===== config.mk =====
export PLATFORM = sky130hd
export DESIGN_NAME = fetch_unit
export DESIGN_NICKNAME = d
export VERILOG_FILES = /design/src/rtl/fetch_pkg.sv /design/src/rtl/fetch_queue.sv /design/src/rtl/fetch_unit.sv
export SDC_FILE = /design/constraint.sdc
export NUM_CORES = 1
export LEC_CHECK = 0
export BUFFER_PORTS_ARGS = -buffer_cell sky130_fd_sc_hd__buf_2
export CAP_MARGIN = 20
export CORE_MARGIN = 2
export CORE_UTILIZATION = 50
export CTS_CLUSTER_DIAMETER = 80
export DETAILED_ROUTE_END_ITERATION = 10
export PLACE_DENSITY = 0.73
export RECOVER_POWER = 50
export SLEW_MARGIN = 10
export SYNTH_ARGS = -nofsm -noshare
export SYNTH_HDL_FRONTEND = slang
export SYNTH_SLANG_ARGS = --single-unit

===== constraint.sdc =====
create_clock -name clk -period 3.4 [get_ports clk]
set_input_delay 0.34 -clock clk [delete_from_list [all_inputs] [get_ports clk]]
set_output_delay 0.34 -clock clk [all_outputs]
set_load 0.01 [all_outputs]

===== src/rtl/fetch_pkg.sv =====
// Shared constants for the instruction fetch stage: widths, HALT opcode field
// location and queue depth.
package fetch_pkg;

  localparam int FETCH_ADDR_W  = 10;
  localparam int FETCH_DATA_W  = 19;
  localparam int OPCODE_MSB    = 18;
  localparam int OPCODE_LSB    = 14;
  localparam int FETCH_Q_DEPTH = 2;

  localparam logic [4:0] HALT_OPCODE = 5'b11111;

  function automatic logic is_halt_word(input logic [FETCH_DATA_W-1:0] w);
    return w[OPCODE_MSB:OPCODE_LSB] == HALT_OPCODE;
  endfunction

endpackage


===== src/rtl/fetch_queue.sv =====
// Two-entry in-order FIFO of {pc, instr} between fetch and decode. Entry 0 is
// the registered head; push and pop may coincide at any occupancy.
module fetch_queue
  import fetch_pkg::*;
#(
  parameter int ADDR_WIDTH = FETCH_ADDR_W,
  parameter int DATA_WIDTH = FETCH_DATA_W
) (
  input  logic                  clk,
  input  logic                  rst,
  input  logic                  i_push,
  input  logic                  i_pop,
  input  logic                  i_flush,
  input  logic [ADDR_WIDTH-1:0] i_pc,
  input  logic [DATA_WIDTH-1:0] i_instr,
  output logic                  o_valid,
  output logic [ADDR_WIDTH-1:0] o_pc,
  output logic [DATA_WIDTH-1:0] o_instr,
  output logic [1:0]            o_count
);

  logic [ADDR_WIDTH-1:0] r_pc    [FETCH_Q_DEPTH];
  logic [DATA_WIDTH-1:0] r_instr [FETCH_Q_DEPTH];
  logic [1:0]            r_count;

  always_ff @(posedge clk or posedge rst) begin
    if (rst) begin
      r_count <= 2'd0;
      for (int i = 0; i < FETCH_Q_DEPTH; i++) begin
        r_pc[i]    <= '0;
        r_instr[i] <= '0;
      end
    end else if (i_flush) begin
      r_count <= 2'd0;
    end else begin
      case ({i_push, i_pop})
        2'b10: begin
          r_pc[r_count[0]]    <= i_pc;
          r_instr[r_count[0]] <= i_instr;
          r_count             <= r_count + 2'd1;
        end
        2'b01: begin
          r_pc[0]    <= r_pc[1];
          r_instr[0] <= r_instr[1];
          r_count    <= r_count - 2'd1;
        end
        2'b11: begin
          // Occupancy unchanged: the new word lands behind whatever survives the pop.
          if (r_count == 2'd2) begin
            r_pc[0]    <= r_pc[1];
            r_instr[0] <= r_instr[1];
            r_pc[1]    <= i_pc;
            r_instr[1] <= i_instr;
          end else begin
            r_pc[0]    <= i_pc;
            r_instr[0] <= i_instr;
          end
        end
        default: ;
      endcase
    end
  end

  assign o_valid = (r_count != 2'd0);
  assign o_pc    = r_pc[0];
  assign o_instr = r_instr[0];
  assign o_count = r_count;

endmodule


===== src/rtl/fetch_unit.sv =====
// Instruction fetch: PC, one-deep ROM read tracking, credit-based issue and the
// decode queue. Optional HALT detection is enabled by defining FETCH_HALT_EN.
module fetch_unit
  import fetch_pkg::*;
#(
  parameter int                    ADDR_WIDTH = FETCH_ADDR_W,
  parameter int                    DATA_WIDTH = FETCH_DATA_W,
  parameter logic [ADDR_WIDTH-1:0] RESET_PC   = '0
) (
  input  logic                  clk,
  input  logic                  rst,
  output logic [ADDR_WIDTH-1:0] rom_addr,
  input  logic [DATA_WIDTH-1:0] rom_dout,
  input  logic                  redirect_valid,
  input  logic [ADDR_WIDTH-1:0] redirect_pc,
  output logic                  instr_valid,
  output logic [DATA_WIDTH-1:0] instr,
  output logic [ADDR_WIDTH-1:0] instr_pc,
  input  logic                  instr_ready,
  output logic                  halted
);

  logic [ADDR_WIDTH-1:0] r_pc;
  logic [ADDR_WIDTH-1:0] r_inflight_pc;
  logic                  r_inflight;

  logic [1:0] w_count;
  logic [2:0] w_need;
  logic       w_pop;
  logic       w_push;
  logic       w_credit;
  logic       w_block;
  logic       w_issue;

  assign w_pop  = instr_valid & instr_ready;
  assign w_push = r_inflight & ~redirect_valid;

  // Queue slots already promised (held + in flight) must leave room after this cycle's pop.
  assign w_need   = {1'b0, w_count} + {2'b00, r_inflight};
  assign w_credit = w_need < (3'd2 + {2'b00, w_pop});
  assign w_issue  = ~redirect_valid & ~w_block & w_credit;

`ifdef FETCH_HALT_EN
  logic r_halt_seen;
  logic w_halt_push;

  assign w_halt_push = w_push & is_halt_word(rom_dout);
  // Blocking the issue that coincides with the HALT push keeps anything behind it out.
  assign w_block     = r_halt_seen | w_halt_push;
  assign halted      = r_halt_seen & (w_count == 2'd0);

  always_ff @(posedge clk or posedge rst) begin
    if (rst)                 r_halt_seen <= 1'b0;
    else if (redirect_valid) r_halt_seen <= 1'b0;
    else if (w_halt_push)    r_halt_seen <= 1'b1;
  end
`else
  assign w_block = 1'b0;
  assign halted  = 1'b0;
`endif

  always_ff @(posedge clk or posedge rst) begin
    if (rst) begin
      r_pc          <= RESET_PC;
      r_inflight    <= 1'b0;
      r_inflight_pc <= '0;
    end else if (redirect_valid) begin
      r_pc       <= redirect_pc;
      r_inflight <= 1'b0;
    end else begin
      r_inflight <= w_issue;
      if (w_issue) begin
        r_inflight_pc <= r_pc;
        r_pc          <= r_pc + 1'b1;
      end
    end
  end

  assign rom_addr = r_pc;

  fetch_queue #(
    .ADDR_WIDTH(ADDR_WIDTH),
    .DATA_WIDTH(DATA_WIDTH)
  ) u_queue (
    .clk    (clk),
    .rst    (rst),
    .i_push (w_push),
    .i_pop  (w_pop),
    .i_flush(redirect_valid),
    .i_pc   (r_inflight_pc),
    .i_instr(rom_dout),
    .o_valid(instr_valid),
    .o_pc   (instr_pc),
    .o_instr(instr),
    .o_count(w_count)
  );

endmodule


==> impl_results.md, run 1 <==
* Status: complete, but fails checks
* Failing checks: capacitance limit, slew limit
* Most numerous cell on the critical path: ha_1
* Max_slew headroom at -3.63%
* Netlist cell types at 34
* Clock Skews at between 6 and 7 ps
* WHS Path Cells at 3
* R2r setup slk at 1200 ps
* GP Congestion at 0.809
* Cts hold-fix bufs at 0
* Clock sinks at between 80 and 90
* Rows at 32
* DP Cell Count at a little under 500
* DP HPWL at ~5 mm
* Worst-skew pair later-pin latency at about 350 ps
* Hold path startpoint: redirect_pc[0]
* Initial Util at 50.9%
* Worst setup margin at 1200 ps
* Diode count at 0
* Via density per instance at 5.35
* Io pins at 74
* Worst setup EP type: flop
* CTS H-tree depth at 3
* Setup violators final at 0
* Worst Path Max Fanout at 18
* Clock Pin Slew Worst Setup and Hold Paths at 80 ps
* Chip height at 92.0 microns
* Final hold viol count at 0
* Worst r2r src: u_queue.o_count[0]
* First-pass GRT wire length at 12.2 mm
* Maxcap violations at 1
* TritonCTS clock tree: done
* Period utilisation layout at between 60% and 70%
* Top FF cell, synth: dfrtp_1
* Routed len/inst at around 15 microns
* Share of layout cells above drive strength 1 at 29.8%
* Clock Tree Root: clkbuf_8
* Leakage Power at 1.84 nW
* TritonRoute pass-1 iters at 4
* CP Cell Sequence: ha_1 -> ha_1 -> o21a_1 -> nor3_1 -> buf_4 -> mux2_2
* Grt ovf at 0
* Max incr delay on CP at 510 ps
* Finished Layout Cells at about 500
* Post-route cell area at 0.00430 sq mm
* Routed WL at 7.23 mm
* Delay-heaviest family, CP: adder cells
* Crit path buf inv count at 1
* HP Class: in2reg
* CTS Buf Count at 9
* Gr usage total at 18.4%
* Critical Path AT at 2430 ps
* Syn Inst Count at 349
* PostCTS Resize Cnt at 0
* Synthesized cell area at 0.00387 sq mm
* Synth Net Count at 385
* Initial antenna violation count at 0
* Clock Tree Buf Depth at 2
* Final #Nets at 427
* Floorplan Core Area at between 0.007 and 0.008 sq mm
* Post-synthesis sequential area ratio at 52.3%
* Slew @ Worst Pin at roughly 1500 ps
* Largest net degree at the start of global routing at slightly below 50
* R2R cell count at 6
* Unrepaired setup endpoints after global routing: false
* Data required time at the worst endpoint at 3630 ps
* Most frequent cells in the layout: 81 x dfrtp_1, 52 x buf_2, 39 x mux2_2
* Antenna-violating nets left at 0
* Slew Limit Fails at 37
* Critical R2R Capture: r_inflight_pc[3]
* Setup repair bufs after CTS at 0
* Fraction of registers with async set or reset after synthesis at 100%
* Slowest cell on the critical path: dfrtp_1
* Syn_area_per_cell at 11.1 sq um
* Syn. warnings at 0
* Placed cell areas at between 0.004 and 0.005 sq mm
* Synthesis-to-finish area growth at 10.9%
* Min cycle time layout at approximately 2200 ps
* Yosys reg bits at just over 80
* Pre-CTS setup slack at 1220 ps
* DIE WIDTH at 92.0 microns
* EDFF count, synth at 0
* Fin Setup TNS at 0 ps
* Hold EP: rom_addr[0]
* DR vias at 2664
* Die footprint at between 0.008 and 0.009 sq mm
* PD cells at 670 mW/mm^2
* Worst vdd ir at 0.199 mV
* CP startpoint kind: flop
* Vias in the first global route at 2530
* Setup Crit Path Kind: reg2reg
* Fmax at between 400 and 500 MHz
* DRT iter0 DRCs at 98
* I/O Buffers at 72
* Commonest non-fill, non-tap cell in the layout: dfrtp_1
* Post-route DRC violation count at 0
## worst max-delay path by stage
stage                            start                  end  slack [ps]  cells after the start
finish              u_queue.o_count[0]     r_inflight_pc[3]        1200                      6
global route                       rst  u_queue.r_instr[18]         830                      3
CTS                 u_queue.o_count[0]     r_inflight_pc[0]        1210                      6
detailed placement  u_queue.o_count[0]     r_inflight_pc[0]        1220                      6
global placement    u_queue.o_count[0]     r_inflight_pc[5]        1250                      6
floorplan                          rst           r_inflight         980                      1
## metal layers
layer | up-vias | GRT usage (%) | part of all wire (%)
li1 | 1293 | - | -
met1 | 1296 | 26.2 | 49
met2 | 69 | 27.6 | 45
met3 | 6 | 3.78 | 4.8
met4 | 0 | 7.46 | 1.2
met5 | - | 0 | 0
## logic make-up (layout without fill, tap and decap cells)
logic type / Yosys count / count (layout) / share of synthesized area, %
xor+xnor: 1 / 1 / 0.226
other cells: 1 / 1 / 0.0968
compound gates: 67 / 67 / 10.4
buf+inv: 51 / 98 / 8.53
fa+ha+maj: 3 / 3 / 0.969
mux: 57 / 57 / 16.0
simple gates: 88 / 88 / 11.4
flops: 81 / 81 / 52.3
## Yosys cell counts (7+ instances only)
library cell  count  area share [%]
a22oi_1          12             2.3
clkbuf_1          8            0.78
nor2_1           38             3.7
buf_4            33             6.4
nand3_1           7            0.90
mux2i_1          18             4.7
nand2_1           7            0.68
and2_1           15             2.4
mux2_2           39              11
a31oi_1           7             1.1
or4_1             7             1.4
dfrtp_1          81              52
a21oi_1          33             4.3
## final cells by class
cell class                      instances  area (sq um)
Timing Repair Buffer                   79           380
Fill cell                             670          3310
Tap cell                              102           128
Clock inverter                          6          82.6
Clock buffer                           10           128
Inverter                                3          12.5
Sequential cell                        81          2030
Multi-Input combinational cell        217          1540
## flip-flops by register name, summed over array words and instances (netlist names)
register         flops
r_inflight           1
r_inflight_pc       10
rom_addr            10
u_queue.o_count      2
u_queue.o_instr     19
u_queue.o_pc        10
u_queue.r_instr     19
u_queue.r_pc        10
## through the flow
step | hold slack, ps | util (%) | power [mW]
after floorplan | 460 | - | 2.06
after global placement | 424 | 54.1 | 2.14
after detailed placement | 426 | 54.1 | 2.18
after CTS | 43.3 | 56.9 | 2.93
after global routing | 204 | 56.5 | 3.06
final | 211 | 56.5 | 2.88
## power by group
group	switching (mW)	internal [mW]	leakage, nW	total (mW)
Sequential	0.180	1.26	0.947	1.44
Clock	0.337	0.410	0.106	0.746
Combinational	0.346	0.341	0.785	0.687
## worst register-to-register path, cell delays in order, from the launching register on
cell	delay, ps
dfrtp_1	510
ha_1	240
ha_1	280
o21a_1	280
nor3_1	200
buf_4	220
mux2_2	350
Note: power is estimated with default switching activity, not from simulation.
==> run 2: changes to the inputs <==
- PLACE_DENSITY: 0.73 -> 0.76
- clock period: 3.4 -> 1.82 ns (I/O delays scaled with it)
==> run 2 against run 1 <==
Net effect: the flow now finishes without violations; sequential power up 87%; die area unchanged; setup slack worse by 1200 ps; sequential share of layout area down 2.0 points; core utilization up 2.6 points; via count up 2.1%; worst hold slack worse by 150 ps; critical path type unchanged; critical endpoint is now r_inflight_pc[4].
==> impl_results.md, run 2 (synthesis results as in run 1) <==
* Hold EP: rom_addr[0]
* Max_slew headroom at 19.3% (+23 points)
* R2r setup slk at 30 ps (-1170 ps)
* Worst r2r src: u_queue.o_count[0]
* Clock power share at 23.9% (-2.0 points)
* Most frequent cells in the layout: 79 x dfrtp_1, 42 x buf_2, 38 x nor2_1, 38 x mux2_2, 31 x a21oi_1
* DRT iter0 DRCs at 176 (+80%)
* Clock Skews at 6.95 ps (+0.0526 ps)
* PD cells at 1200 mW/mm^2 (+79%)
* Share of layout cells above drive strength 1 at 32.0% (+2.2 points)
* TritonRoute pass-1 iters at 4 (unchanged)
* Commonest non-fill, non-tap cell in the layout: dfrtp_1
* CP startpoint kind: flop
* Initial Util at 50.9% (unchanged)
* Pre-CTS setup slack at 18.8 ps (-1200 ps)
* Hold path startpoint: redirect_pc[0]
* Rows at 32 (unchanged)
* Internal Pwr Total at 3.72 mW (+84%)
* Slew Limit Fails at 0 (-100%)
* Vias in the first global route at 2741 (+8.3%)
* Clock Tree Buf Depth at 2 (unchanged)
* Maxcap violations at 0 (-1)
* Min cycle time layout at 1790 ps (-414 ps)
* Initial antenna violation count at 0 (unchanged)
* Chip height at 92.0 microns (unchanged)
* CTS Buf Count at 9 (unchanged)
* DIE WIDTH at 92.0 microns (unchanged)
* Worst vdd ir at 0.479 mV (+140%)
* Switching pwr at 1.66 mW (+92%)
* Data required time at the worst endpoint at 2050 ps (-1580 ps)
* Antenna-violating nets left at 0 (unchanged)
* Clock sinks at 81 (unchanged)
* Diode count at 0 (unchanged)
* Setup violators final at 0 (unchanged)
* Synthesis-to-finish area growth at 16.0%
* Status: complete, no violations
* Post-route DRC violation count at 0 (unchanged)
* GP Congestion at 0.785 (-2.9%)
* Logic pwr share at 26.0% (+2.1 points)
* Routed WL at 7.63 mm (+5.5%)
* Clock Pin Slew Worst Setup and Hold Paths at 80 ps (about the same)
* Worst setup EP type: flop
* Slew @ Worst Pin at 1200 ps (-342 ps)
* Critical Path AT at 2010 ps (-420 ps)
* Largest net degree at the start of global routing at 47 (-4.1%)
* Seq pwr share at 50.1% (about the same)
* Via density per instance at 5.31 (-0.69%)
* Die footprint at 0.00847 sq mm (unchanged)
* Final Power at 5.37 mW (+87%)
* Leakage Power at 1.90 nW (+3.3%)
* DR vias at 2720 (+2.1%)
* WHS Path Cells at 3 (unchanged)
* Post-route cell area at 0.00449 sq mm (+4.5%)
* I/O Buffers at 72 (unchanged)
* Placed cell areas at 0.00434 sq mm (+5.3%)
* Final hold viol count at 0 (unchanged)
* Io pins at 74 (unchanged)
* Switching Share at 30.8% (+0.84 points)
* R2R cell count at 6 (unchanged)
* Grt ovf at 0 (unchanged)
* Gr usage total at 19.1% (+0.71 points)
* Unrepaired setup endpoints after global routing: true
* TritonCTS clock tree: done
* Critical R2R Capture: r_inflight_pc[4]
* CTS H-tree depth at 3 (unchanged)
* Setup repair bufs after CTS at 0 (unchanged)
* Period utilisation layout at 98.2% (+33 points)
* Worst setup margin at 32.1 ps (-1170 ps)
* Worst Path Max Fanout at 15 (-3)
* HP Class: in2reg
* Final #Nets at 443 (+3.7%)
* DP HPWL at 5.34 mm (+7.9%)
* First-pass GRT wire length at 12.7 mm (+4.8%)
* Clock Tree Root: clkbuf_8
* Worst-skew pair later-pin latency at 340 ps (about the same)
* Routed len/inst at 14.9 microns (+2.6%)
* Setup Crit Path Kind: reg2reg
* Fmax at 559 MHz (+23%)
* Floorplan Core Area at 0.00761 sq mm (unchanged)
==> run 2: area by class of cell <==
type / count / area [sq um]
Timing Repair Buffer: 95 / 548
Clock inverter: 4 / 53.8
Inverter: 3 / 12.5
Clock buffer: 10 / 138
Fill cell: 666 / 3120
Multi-Input combinational cell: 217 / 1580
Tap cell: 102 / 128
Sequential cell: 81 / 2030
==> run 2: repair_timing <==
item,4_1_cts,5_1_grt
endpoints found under the setup margin,0,34
endpoints found under the hold margin,24,0
gates resized for setup,0,2
hold buffers,1,0
==> run 2: power by group through the flow <==
stage	combinational, mW	clock, mW	sequential [mW]
floorplan	1.22	0	2.65
global placement	1.41	0	2.68
detailed placement	1.47	0	2.72
CTS	1.48	1.31	2.68
global route	1.56	1.40	2.77
finish	1.40	1.29	2.69
==> run 2: worst max path at each step <==
| stage | start | end | slack, ps | cells after the start |
|---|---|---|---|---|
| final | u_queue.o_count[0] | r_inflight_pc[4] | 30 | 6 |
| after global routing | u_queue.o_count[0] | rom_addr[5] | -60 | 5 |
| after CTS | u_queue.o_count[0] | rom_addr[7] | 4 | 5 |
| after detailed placement | u_queue.o_count[1] | r_inflight_pc[4] | 20 | 5 |
| after global placement | u_queue.o_count[0] | r_inflight_pc[7] | 60 | 6 |
| after floorplan | u_queue.o_count[0] | r_inflight_pc[1] | 30 | 6 |
==> run 2: through the flow <==
stage | util, % | hold slack, ps | instances | setup TNS [ps]
after floorplan | - | 302 | 349 | 0
after global placement | 57.0 | 284 | 497 | 0
after detailed placement | 57.0 | 297 | 497 | 0
after CTS | 59.7 | 50.8 | 512 | 0
after global routing | 59.0 | 55.7 | 512 | -374
final | 59.0 | 60.9 | 512 | 0
==> run 2: metal layers <==
layer	share of wire (%)	up-vias	global-route usage [%]
li1	-	1317	-
met1	48	1326	26.2
met4	0.64	0	4.85
met5	0	-	0
met2	47	72	31.1
met3	4.5	5	4.03
==> run 2: critical path, stage by stage (launching register included) <==
cell     delay, ps
dfrtp_2        430
ha_4           170
ha_4           210
o21a_4         160
nor3_2         180
buf_4          190
mux2_2         340
